### src/rtl/mmio_console.sv
`default_nettype none
// ============================================================================
// Module      : mmio_console
// Description : Memory-mapped console FIFO with valid/ready byte drain,
//               status/control/end-of-simulation registers and low-watermark irq.
// Revision    : 1.0 - initial release
// ============================================================================
module mmio_console #(
    parameter int DEPTH  = 16,
    parameter int GAP    = 0,
    parameter int LOW_WM = 2
) (
    input  logic        clk,
    input  logic        reset,
    input  logic        en_i,
    input  logic [3:0]  we_i,
    input  logic [15:0] addr_i,
    input  logic [31:0] data_i,
    output logic [31:0] data_o,
    output logic [7:0]  tx_data_o,
    output logic        tx_valid_o,
    input  logic        tx_ready_i,
    output logic        end_o,
    output logic [7:0]  exit_code_o,
    output logic        irq_o
);

    localparam int AW = $clog2(DEPTH);
    localparam int CW = AW + 1;
    localparam int GW = (GAP > 0) ? $clog2(GAP + 1) : 1;

    localparam logic [CW-1:0] c_depth   = CW'(DEPTH);
    localparam logic [CW-1:0] c_low_wm  = CW'(LOW_WM);
    localparam logic [GW-1:0] c_gap     = GW'(GAP);
    localparam logic [15:0]   c_a_end   = 16'h0000;
    localparam logic [15:0]   c_a_tx0   = 16'h1000;
    localparam logic [15:0]   c_a_stat  = 16'h2000;
    localparam logic [15:0]   c_a_ctrl  = 16'h3000;
    localparam logic [15:0]   c_a_tx1   = 16'h4000;

    logic [7:0]    r_mem [DEPTH];
    logic [AW-1:0] r_wptr;
    logic [AW-1:0] r_rptr;
    logic [CW-1:0] r_count;
    logic [GW-1:0] r_gcnt;
    logic          r_overflow;
    logic          r_ie;
    logic          r_end;
    logic [7:0]    r_exit;
    logic [31:0]   r_data;
    logic          r_irq;

    logic          w_rd;
    logic          w_wr;
    logic          w_empty;
    logic          w_full;
    logic          w_tx_valid;
    logic          w_pop;
    logic          w_push_req;
    logic          w_push;
    logic          w_ovf_clr;
    logic          w_ie_next;
    logic [CW-1:0] w_count_next;
    logic [31:0]   w_status;
    logic [31:0]   w_rdata;
    logic          w_unused;

    assign w_rd       = en_i && (we_i == 4'h0);
    assign w_wr       = en_i && (we_i != 4'h0);
    assign w_empty    = (r_count == '0);
    assign w_full     = (r_count == c_depth);
    assign w_tx_valid = !w_empty && (r_gcnt == '0);
    assign w_pop      = w_tx_valid && tx_ready_i;
    assign w_push_req = en_i && we_i[0] && ((addr_i == c_a_tx0) || (addr_i == c_a_tx1));
    // A push into a full FIFO is still accepted when the head leaves this cycle.
    assign w_push     = w_push_req && (!w_full || w_pop);
    assign w_ovf_clr  = en_i && we_i[0] && (addr_i == c_a_stat) && data_i[2];
    assign w_ie_next  = (en_i && we_i[0] && (addr_i == c_a_ctrl)) ? data_i[0] : r_ie;
    assign w_count_next = r_count + CW'(w_push) - CW'(w_pop);
    assign w_status   = {16'h0000, 8'(r_count), 4'h0, r_end, r_overflow, w_full, w_empty};
    assign w_unused   = ^data_i[31:8];

    always_comb begin
        w_rdata = 32'h0;
        case (addr_i)
            c_a_stat: w_rdata = w_status;
            c_a_ctrl: w_rdata = {31'h0, r_ie};
            default:  w_rdata = 32'h0;
        endcase
    end

    always_ff @(posedge clk) begin
        if (w_push) begin
            r_mem[r_wptr] <= data_i[7:0];
        end
    end

    always_ff @(posedge clk) begin
        if (reset) begin
            r_wptr     <= '0;
            r_rptr     <= '0;
            r_count    <= '0;
            r_gcnt     <= '0;
            r_overflow <= 1'b0;
            r_ie       <= 1'b0;
            r_end      <= 1'b0;
            r_exit     <= 8'h00;
            r_data     <= 32'h0;
            r_irq      <= 1'b0;
        end else begin
            if (w_push) begin
                r_wptr <= r_wptr + 1'b1;
            end
            if (w_pop) begin
                r_rptr <= r_rptr + 1'b1;
                r_gcnt <= c_gap;
            end else if (r_gcnt != '0) begin
                r_gcnt <= r_gcnt - 1'b1;
            end
            r_count <= w_count_next;
            if (w_push_req && !w_push) begin
                r_overflow <= 1'b1;
            end else if (w_ovf_clr) begin
                r_overflow <= 1'b0;
            end
            r_ie <= w_ie_next;
            // First END write wins; later ones leave the exit code untouched.
            if (w_wr && (addr_i == c_a_end) && !r_end) begin
                r_end  <= 1'b1;
                r_exit <= data_i[7:0];
            end
            r_data <= w_rd ? w_rdata : 32'h0;
            r_irq  <= w_ie_next && (w_count_next < c_low_wm);
        end
    end

    assign data_o      = r_data;
    assign tx_valid_o  = w_tx_valid;
    assign tx_data_o   = w_empty ? 8'h00 : r_mem[r_rptr];
    assign end_o       = r_end;
    assign exit_code_o = r_exit;
    assign irq_o       = r_irq;

endmodule
`default_nettype wire

### config.mk
export PLATFORM = sky130hd
export DESIGN_NAME = mmio_console
export DESIGN_NICKNAME = d
export VERILOG_FILES = /design/src/rtl/mmio_console.sv
export SDC_FILE = /design/constraint.sdc
export NUM_CORES = 1
export LEC_CHECK = 0
export ABC_AREA = 1
export BUFFER_PORTS_ARGS = -buffer_cell sky130_fd_sc_hd__clkbuf_2
export CAP_MARGIN = 20
export CORE_MARGIN = 3
export CORE_UTILIZATION = 55
export DETAILED_ROUTE_END_ITERATION = 16
export PLACE_DENSITY = 0.76
export SLEW_MARGIN = 20
export SYNTH_ARGS = -nofsm -noshare
export SYNTH_HDL_FRONTEND = slang
export SYNTH_SLANG_ARGS = --single-unit
### constraint.sdc
create_clock -name clk -period 3.9 [get_ports clk]
set_input_delay 0.195 -clock clk [delete_from_list [all_inputs] [get_ports clk]]
set_output_delay 0.195 -clock clk [all_outputs]
set_load 0.005 [all_outputs]
==> summary.md, run 1 <==
| Metric | Value |
|---|---|
| Clock Path Buffers | 2 |
| All-Layer GR Usage | 21.2% |
| DPL Wire Length | 9380 um |
| VDD IR max | 0.000402 V |
| Die Wd | 120 um |
| Worst Skew | 9.69 ps |
| Port Buffers | 59 |
| Yosys reg bits | 167 |
| Cts hold-fix bufs | 0 |
| Worst slew pin tran | 1070 ps |
| N_diodes | 0 |
| Outcome | finished, final reports clean |
| Top cell type's share of synthesized area | 53.3% |
| Global-route wire length before repair | 23800 um |
| Fillcell total | 1021 |
| Worst EP arrival | 3280 ps |
| Max cap viols | 0 |
| Critical path class | reg -> reg |
| Fin nets | 810 |
| Total CTS buffers | 17 |
| Power Dens Cells | 518 nW/um^2 |
| Library cells used by synthesis | 35 |
| Critical path startpoint category | register |
| Slew margin rel. | 28.3% |
| Pre-antenna DRT Iters | 5 |
| Syn Inst Count | 686 |
| Initial DRC count | 389 |
| Lkg Pwr | 0.00317 uW |
| I/O pins | 107 |
| Vias in the first global route | 4778 |
| Root Buffer | clkbuf_16 |
| Min Hold Slack | 143 ps |
| Wirelength, routed | 14600 um |
| Setup_tns | 0 ps |
| PostCTS Resize Cnt | 0 |
| Tcrit/Tclk final | 74.8% |
| TritonCTS Sinks | 167 |
| Post-Synthesis Mean Instance Area | 10.5 um^2 |
| Initial antenna violation count | 0 |
| Area delta synth->final | 12.5% |
| Synthesized area | 7210 um^2 |
| Largest net degree at the start of global routing | 65 |
| Highest clock rate | 343 MHz |
| Synth area leaders | edfxtp_1, dfxtp_1, nand2_1 |
| Core area | 12700 um^2 |
| Synth area leader | edfxtp_1 |
| CTS tree | yes |
| Synth warn | 0 |
| RSZ-0062 raised after global routing | false |
| Multi-input logic area | 2220 um^2 |
| Via count | 4883 |
| Vias per inst | 5.27 |
| Slew Limit Fails | 0 |
| Final Hold Viols | 0 |
| Overall power | 4200 uW |
| RePlAce Congestion | 0.879 |
| Initial core utilization | 56.6% |
| Final ANT Viol Nets | 0 |
| Die ar. | 14500 um^2 |
| CP required | 4270 ps |
| Worst-Skew Late Latency | 430 ps |
| Routed WL per cell | 15.7 um |
| CP Max Fanout | 10 |
| DRC Markers | 0 |
| Layout cells sized above 1 | 16.2% |
| Crit end category | register |
| Die H | 120 um |
| Hold crit path type | in -> reg |
| Reg area | 4630 um^2 |
| # setup viols final | 0 |
| Clock Pin Slew Worst Setup and Hold Paths | 70 ps |
| Min Tclk post-route | 2920 ps |
| Row cnt | 41 |
| GR Overflow Total | 0 |
| Post-CTS Setup Inserts | 0 |
| Sequential share of the synthesized area | 64.2% |
| H-tree levels | 4 |
## final timing paths
| kind | startpoint | end | slack (ps) | cells past startpoint |
|---|---|---|---|---|
| hold reg to reg | r_overflow | data_o[2] | 460 | 2 |
| setup reg to reg | r_count[3] | irq_o | 980 | 16 |
| setup / recovery | r_count[3] | irq_o | 980 | 16 |
| hold / removal | reset | end_o | 140 | 2 |
## metrics by stage
stage | worst slack [ps] | cells | area, um^2 | utilization, %
after detailed placement | 992 | 894 | 7530 | 59.2
after floorplan | 1330 | 709 | 7290 | -
final | 984 | 927 | 8110 | 63.7
after global placement | 1050 | 894 | 7530 | 59.2
after CTS | 956 | 926 | 8090 | 63.6
after global routing | 690 | 927 | 8110 | 63.7
## cell usage after synthesis (all sizes together)
library cell / n
conb: 1
dfxtp: 39
ha: 11
clkbuf: 6
xnor2: 2
nand2: 173
o21a: 8
clkinv: 2
fa: 1
nor4: 1
nor3: 8
a21oi: 25
xor2: 5
buf: 43
o211ai: 1
edfxtp: 128
nor2: 69
nand4: 6
inv: 38
nand3b: 1
nand3: 106
o21ai: 12
## worst max-delay path: stages, from the launching register on
cell,delay [ps]
dfxtp_1,330
inv_1,100
ha_1,150
nand2_1,80
nor2_2,190
nand2_2,210
nand3_2,170
inv_2,70
ha_1,260
inv_1,50
ha_1,160
inv_1,60
fa_1,400
o21ai_0,220
xor2_1,200
nand4_1,100
nor2_1,100
## routing by layer
layer  wire [um]  global-route usage, %  up-vias
met2        7040                   34.0      211
met5           0                      0        -
li1            -                      -     2389
met3        1240                   5.29       24
met4         306                   8.36        0
met1        6010                   28.1     2259
## placed cells by master (no fill, tap or decap), drive strengths merged, types with 6 or more instances in the layout
master      n
conb       24
clkbuf     76
nand2     173
clkinv      7
edfxtp    128
o21a        8
inv        40
dfxtp      39
a21oi      25
ha         11
nand3     106
clkinvlp    7
o21ai      12
nor2       69
nand4       6
nor3        8
## logic make-up after synthesis
logic type	Yosys count	share of synthesized area, %
AOI/OAI and AO/OA	46	3.75
xor gates and xnor gates	7	0.851
adders and majority gates	12	2.19
buffers and inverters	89	6.27
DFF	167	64.2
other	1	0.0520
and+or+nand+nor	364	22.7
## cell type report
| class | count | share of cell area (%) |
|---|---|---|
| clock buffer | 17 | 5.25 |
| clock inverter | 15 | 1.62 |
| inverter | 40 | 1.93 |
| multi-input combinational | 453 | 27.3 |
| sequential | 167 | 57.1 |
| tap | 172 | 2.65 |
| timing repair buffer | 63 | 4.17 |
## state kept, by name, indices dropped and copies added (netlist names), named ones only
register,count
r_mem,128
data_o,9
exit_code_o,8
r_count,5
r_rptr,4
r_wptr,4
end_o,1
irq_o,1
r_gcnt,1
r_ie,1
r_overflow,1
## where the power goes
| part | internal (uW) | switching [uW] |
|---|---|---|
| combinational | 235 | 440 |
| sequential | 1940 | 25.7 |
| clock | 876 | 684 |
No activity file was read; power rests on OpenSTA's default activity.
==> inputs of run 2 (changes only) <==
Settings changed: ABC_AREA 1 to 0, PLACE_DENSITY 0.76 to 0.77.
Clock period 3.9 ns to 2.8 ns, I/O delays scaled along.
==> run 2 against run 1 <==
  * Synthesized area shrank 6.7%
  * Combinational power grew 41%
  * Non-clock buffer count grew 27
  * The run now ends with negative setup slack left
  * Via count shrank 26%
  * Clock power grew 42%
  * Global-route usage grew 0.18 points
  * Register-to-register slack lost 960 ps
  * Sequential share of layout area grew 1.2 points
  * Design area shrank 2.0%
==> summary.md, run 2 <==
| Metric | Value |
|---|---|
| Slowest cell on crit path | or4b_4 |
| Largest net degree at the start of global routing | 33 |
| I/O pins | 107 |
| Synth warn | 0 |
| Highest clock rate | 347 MHz |
| Failing checks | negative setup slack |
| Top delay family on crit path | simple AND/OR/NAND/NOR gates |
| Slew margin rel. | 62.3% |
| Worst Skew | 9.93 ps |
| Post-Synthesis Mean Instance Area | 16.5 um^2 |
| FF-to-FF path depth | 16 |
| Root Buffer | clkbuf_16 |
| GR Overflow Total | 0 |
| Tcrit/Tclk final | 103% |
| Cell depth of the worst setup path | 15 |
| RSZ-0062 raised after global routing | true |
| Vias in the first global route | 3701 |
| TritonCTS Sinks | 167 |
| Most common cell on crit path | inv_1 |
| N_diodes | 0 |
| Critical path destination | irq_o |
| Final Non-Filler Cells | 655 |
| Library cells used by synthesis | 39 |
| Post-Place Cells | 620 |
| Yosys reg bits | 167 |
| Final Hold Viols | 0 |
| Max cap viols | 0 |
| Die H | 117 um |
| CP Cell Sequence | buf_6, or4_4, or4b_4, nor3b_4, inv_1, ha_1, inv_1, ha_2, inv_2, fa_2, nand2b_4, a21oi_4, xnor2_2, nand4_1, nor3_2 |
| Routed WL per cell | 20.3 um |
| Hold crit path type | in -> reg |
| Layout cells sized above 1 | 33.8% |
| Initial core utilization | 57.6% |
| Port Buffers | 59 |
| Critical path class | in -> reg |
| Setup_tns | -82.0 ps |
| Reg with most FFs | r_mem |
| DPL Wire Length | 8510 um |
| CP Max Fanout | 2 |
| DRC Markers | 0 |
| Most frequent cells in the layout | edfxtp_1, clkbuf_2, nor2_1 |
| Power Dens Cells | 745 nW/um^2 |
| Core area | 11700 um^2 |
| Top cell type's share of synthesized area | 57.2% |
| RePlAce Congestion | 0.808 |
| Initial antenna violation count | 0 |
| Die ar. | 13600 um^2 |
| Synth area leader | edfxtp_1 |
| Outcome | finished with violations |
| Crit end category | register |
| RR Startpoint | r_count[3] |
| Delay of the slowest critical-path stage | 570 ps |
| Clock Path Buffers | 2 |
| Worst slew pin tran | 566 ps |
| H-tree levels | 4 |
| CP required | 3140 ps |
| Total CTS buffers | 17 |
| Synthesized area | 6720 um^2 |
| Lkg Pwr | 0.00280 uW |
| Vias per inst | 5.51 |
| Critical path startpoint category | input pin |
| Row cnt | 39 |
| Slew Limit Fails | 0 |
| Worst-Skew Late Latency | 420 ps |
| Max reg flops | 128 |
| Critical Path Start | addr_i[15] |
| Pre-antenna DRT Iters | 4 |
| Commonest non-fill, non-tap cell in the layout | edfxtp_1 |
| Die Wd | 117 um |
| CP bufs+invs | 4 |
| Fin nets | 567 |
| Most common cell in the synthesized netlist | edfxtp_1 |
| Post-synth top cells | edfxtp_1, nor2_1, dfxtp_1, mux4_2, mux2i_1 |
| Global-route wire length before repair | 20600 um |
| Clock Pin Slew Worst Setup and Hold Paths | 60 ps |
| EDFF count, synth | 128 |
| Fillcell total | 772 |
| Syn Inst Count | 408 |
| Via count | 3611 |
| Util after Layout | 68.2% |
| Wirelength, routed | 13300 um |
| Final worst slack | -82.0 ps |
| Share of flip-flops with an asynchronous set or reset | 0% |
| Synth area leaders | edfxtp_1, dfxtp_1, mux4_2 |
| Final ANT Viol Nets | 0 |
| Dpl ws | -517 ps |
| Cts hold-fix bufs | 0 |
| Reg-to-Reg End | irq_o |
| # setup viols final | 1 |
| VDD IR max | 0.000538 V |
| Initial DRC count | 312 |
| Area delta synth->final | 18.2% |
| Min Tclk post-route | 2880 ps |
| CTS tree | yes |
| Worst EP arrival | 3220 ps |
| Register-to-register setup slack | 20 ps |
| Main synth FF type | edfxtp_1 |
| All-Layer GR Usage | 21.4% |
| Sequential share of the synthesized area | 68.8% |
-- run 2: cell count changes after synthesis, sizes merged, moves of 21 or more --
cell / before / now
nand2: 173 / 6
mux2i: 0 / 28
nor2: 69 / 42
a21oi: 25 / 4
mux4: 0 / 32
nand3: 106 / 1
inv: 38 / 11
-- run 2: routing by layer --
metal	vias up	global-route usage [%]	share of wire (%)
li1	1684	-	-
met1	1782	28.6	42
met2	126	34.3	50
met3	19	5.75	5.9
met4	0	7.80	1.9
met5	-	0	0
-- run 2: stage by stage --
step	instance area [um^2]	hold WS [ps]	power [uW]
final	7950	90.9	5920
after global routing	7950	100	6190
after CTS	7880	75.6	5880
after detailed placement	7290	454	3660
after global placement	7290	465	3630
after floorplan	6840	239	3390
-- run 2: worst register-to-register path: stages, from the launching register on --
cell and delay (ps):
dfxtp_2 320, inv_1 90, ha_2 190, nor3b_4 200
nand3_2 120, nor3b_4 170, inv_1 60, ha_1 220
inv_1 60, ha_2 180, inv_2 40, fa_2 350
nand2b_4 160, a21oi_4 130, xnor2_2 140, nand4_1 120
nor3_2 170
-- run 2: layout make-up --
class | count | area (um^2) | share of cell area, %
Clock inverter | 8 | 70.1 | 0.881
Inverter | 11 | 41.3 | 0.519
Clock buffer | 24 | 503 | 6.33
Multi-Input combinational cell | 212 | 1980 | 24.9
Sequential cell | 167 | 4630 | 58.2
Timing Repair Buffer | 90 | 547 | 6.88
Tap cell | 143 | 179 | 2.25
-- run 2: worst min path at each step --
stage	startpoint	end	slack, ps	cells after the start
after floorplan	data_i[0]	r_mem[0][0]	240	0
after global routing	addr_i[12]	data_o[10]	100	3
after CTS	addr_i[13]	r_overflow	80	4
after global placement	r_overflow	data_o[2]	460	1
after detailed placement	r_overflow	data_o[2]	450	1
final	addr_i[13]	r_overflow	90	4
-- run 2: power breakdown --
group | switching [uW] | internal, uW
Combinational | 467 | 485
Sequential | 56.6 | 2700
Clock | 873 | 1340
Total | 1400 | 4530
-- run 2: repair_timing --
action,CTS,global route
setup endpoints to repair,1,2
gates resized for setup,2,12
setup buffers,1,2
cloned,0,0
pin swaps,1,10
-- run 2: cell families (layout without fill, tap and decap cells) --
family          Yosys count  count (layout)  synth area share (%)
mux                      60              60                  14.9
compound gates           14              14                  1.30
flops                   167             167                  68.8
simple gates             92              92                  7.09
fa+ha+maj                12              12                  2.35
buf+inv                  52             133                  4.22
other cells               1              24                0.0558
xor+xnor                 10              10                  1.30
==> inputs of run 3 (changes only) <==
Settings changed: ABC_AREA 0 to 1, PLACE_DENSITY 0.77 to 0.76.
==> run 3 against run 2 <==
  * The run now ends clean
  * Design area grew 4.1%
  * Die area grew 6.8%
  * Combinational power is 11% higher
  * Hold slack got worse by 26 ps
  * Sequential cell count unchanged
  * Final cell count is 43% higher
  * Via count up 38%
  * Highest routed layer unchanged
==> summary.md, run 3 (synthesis gave the netlist of run 1 again) <==
| Metric | Value |
|---|---|
| Final Non-Filler Cells | 939 |
| Final Hold Viols | 0 |
| All-Layer GR Usage | 22.4% |
| CP Max Fanout | 5 |
| Hold Path Stages | 2 |
| Critical path class | reg -> reg |
| Clock Power Share | 38.0% |
| Worst-Skew Late Latency | 420 ps |
| Min Hold Slack | 65.2 ps |
| Post-Place Cells | 905 |
| Clock Pin Slew Worst Setup and Hold Paths | 60 ps |
| Worst Skew | 5.63 ps |
| RR Startpoint | r_count[3] |
| Root Buffer | clkbuf_16 |
| # setup viols final | 0 |
| Hold crit path type | in -> reg |
| FF-to-FF path depth | 16 |
| HP Start | reset |
| Largest net degree at the start of global routing | 65 |
| Die H | 120 um |
| Reg-to-Reg End | irq_o |
| Final worst slack | 177 ps |
| WHS Endpoint | end_o |
| Most frequent cells in the layout | nand2_1, edfxtp_1, nand3_1 |
| RePlAce Congestion | 0.838 |
| Cell area after layout | 8270 um^2 |
| DPL Wire Length | 9810 um |
| DRC Markers | 0 |
| VDD IR max | 0.000522 V |
| Vias in the first global route | 4917 |
| Lkg Pwr | 0.00328 uW |
| Core area | 12700 um^2 |
| Max reg flops | 128 |
| Port Buffers | 59 |
| Min Tclk post-route | 2620 ps |
| Slew Limit Fails | 0 |
| Worst slew pin tran | 719 ps |
| Net Sw Power | 1580 uW |
| Vias per inst | 5.32 |
| GR Overflow Total | 0 |
| Internal Pwr Total | 4550 uW |
| Critical path startpoint category | register |
| Layout cells sized above 1 | 17.7% |
| Slew margin rel. | 51.9% |
| Post-DP Area | 7630 um^2 |
| Final ANT Viol Nets | 0 |
| Flop pwr share | 44.7% |
| Routed WL per cell | 16.2 um |
| Comb pwr share | 17.3% |
| Tcrit/Tclk final | 93.7% |
| Highest clock rate | 381 MHz |
| Outcome | finished, final reports clean |
| Crit end category | register |
| TritonCTS Sinks | 167 |
| CTS tree | yes |
| Commonest non-fill, non-tap cell in the layout | nand2_1 |
| Row cnt | 41 |
| Dpl ws | 57.5 ps |
| Die ar. | 14500 um^2 |
| Wirelength, routed | 15200 um |
| Fin nets | 822 |
| Die Wd | 120 um |
| Reg with most FFs | r_mem |
| Area delta synth->final | 14.8% |
| CP required | 3160 ps |
| Max cap viols | 0 |
| Sw Ratio | 25.8% |
| Pre-antenna DRT Iters | 5 |
| Clock Path Buffers | 2 |
| Register-to-register setup slack | 180 ps |
| Via count | 4994 |
| Power Dens Cells | 740 nW/um^2 |
| I/O pins | 107 |
| Global-route wire length before repair | 24700 um |
| H-tree levels | 4 |
| Initial core utilization | 56.6% |
| Initial DRC count | 589 |
| Total CTS buffers | 17 |
| Initial antenna violation count | 0 |
| Worst EP arrival | 2980 ps |
| N_diodes | 0 |
run 3: changes by cell type in the layout (fill, tap and decap cells not counted), moves of 5 or more:
| cell | previous run | this run |
|---|---|---|
| nand2_1 | 6 | 163 |
| mux4_2 | 32 | 0 |
| nand2_4 | 0 | 5 |
| mux2i_1 | 28 | 0 |
| nand3_1 | 0 | 104 |
| o21ai_0 | 0 | 10 |
| a21oi_1 | 3 | 25 |
| nand2_2 | 0 | 5 |
| o21a_1 | 0 | 8 |
| inv_2 | 1 | 6 |
| buf_4 | 30 | 15 |
| o22ai_1 | 8 | 0 |
| nor2_1 | 41 | 62 |
| inv_1 | 10 | 32 |
run 3: worst max-delay path by stage:
| stage | startpoint | endpoint |
|---|---|---|
| 6_report | r_count[3] | irq_o |
| 5_1_grt | r_count[3] | irq_o |
| 4_1_cts | r_count[3] | irq_o |
| 3_5_place_dp | r_count[3] | irq_o |
| 3_3_place_gp | r_count[3] | irq_o |
| 2_1_floorplan | r_count[3] | irq_o |
run 3: per-stage QoR:
stage	utilization (%)	setup TNS, ps	total power, uW
3_3_place_gp	59.9	0	3710
3_5_place_dp	59.9	0	3740
4_1_cts	64.7	0	6070
2_1_floorplan	-	0	3460
6_report	65.0	0	6120
5_1_grt	65.0	-44.4	6410
run 3: layer usage:
layer  global-route usage [%]  up-vias  wire, um
met5                        0        -         0
met4                     9.35        0       400
met3                     5.38       33      1090
met2                     35.9      203      7280
met1                     29.4     2346      6410
li1                         -     2412         -
run 3: area by class of cell:
| class | instances | area (um^2) |
|---|---|---|
| Inverter | 40 | 156 |
| Tap cell | 172 | 215 |
| Clock buffer | 25 | 551 |
| Multi-Input combinational cell | 453 | 2240 |
| Clock inverter | 7 | 57.6 |
| Fill cell | 1018 | 4450 |
| Sequential cell | 167 | 4630 |
| Timing Repair Buffer | 75 | 428 |
run 3: critical path, stage by stage, from the launching register on:
cell and delay (ps):
dfxtp_1 330, inv_2 70, ha_1 150, nand2_2 90, nor2_4 160, nand2_2 100
nand3_4 90, inv_2 70, ha_1 260, inv_1 60, ha_2 180, inv_1 60
fa_2 360, o21ai_2 130, xor2_1 210, nand4_1 120, nor2_1 120
run 3: repair_timing:
action / CTS / global route
hold buffers: 0 / 0
setup endpoints to repair: 0 / 2
resized for setup: 0 / 9
buffers inserted: 0 / 2
run 3: power by group through the flow:
| stage | Sequential (uW) | Combinational [uW] | Clock [uW] |
|---|---|---|---|
| final | 2740 | 1060 | 2330 |
| after global routing | 2740 | 1190 | 2470 |
| after CTS | 2730 | 967 | 2370 |
| after detailed placement | 2790 | 957 | 0 |
| after global placement | 2780 | 922 | 0 |
| after floorplan | 2780 | 681 | 0 |
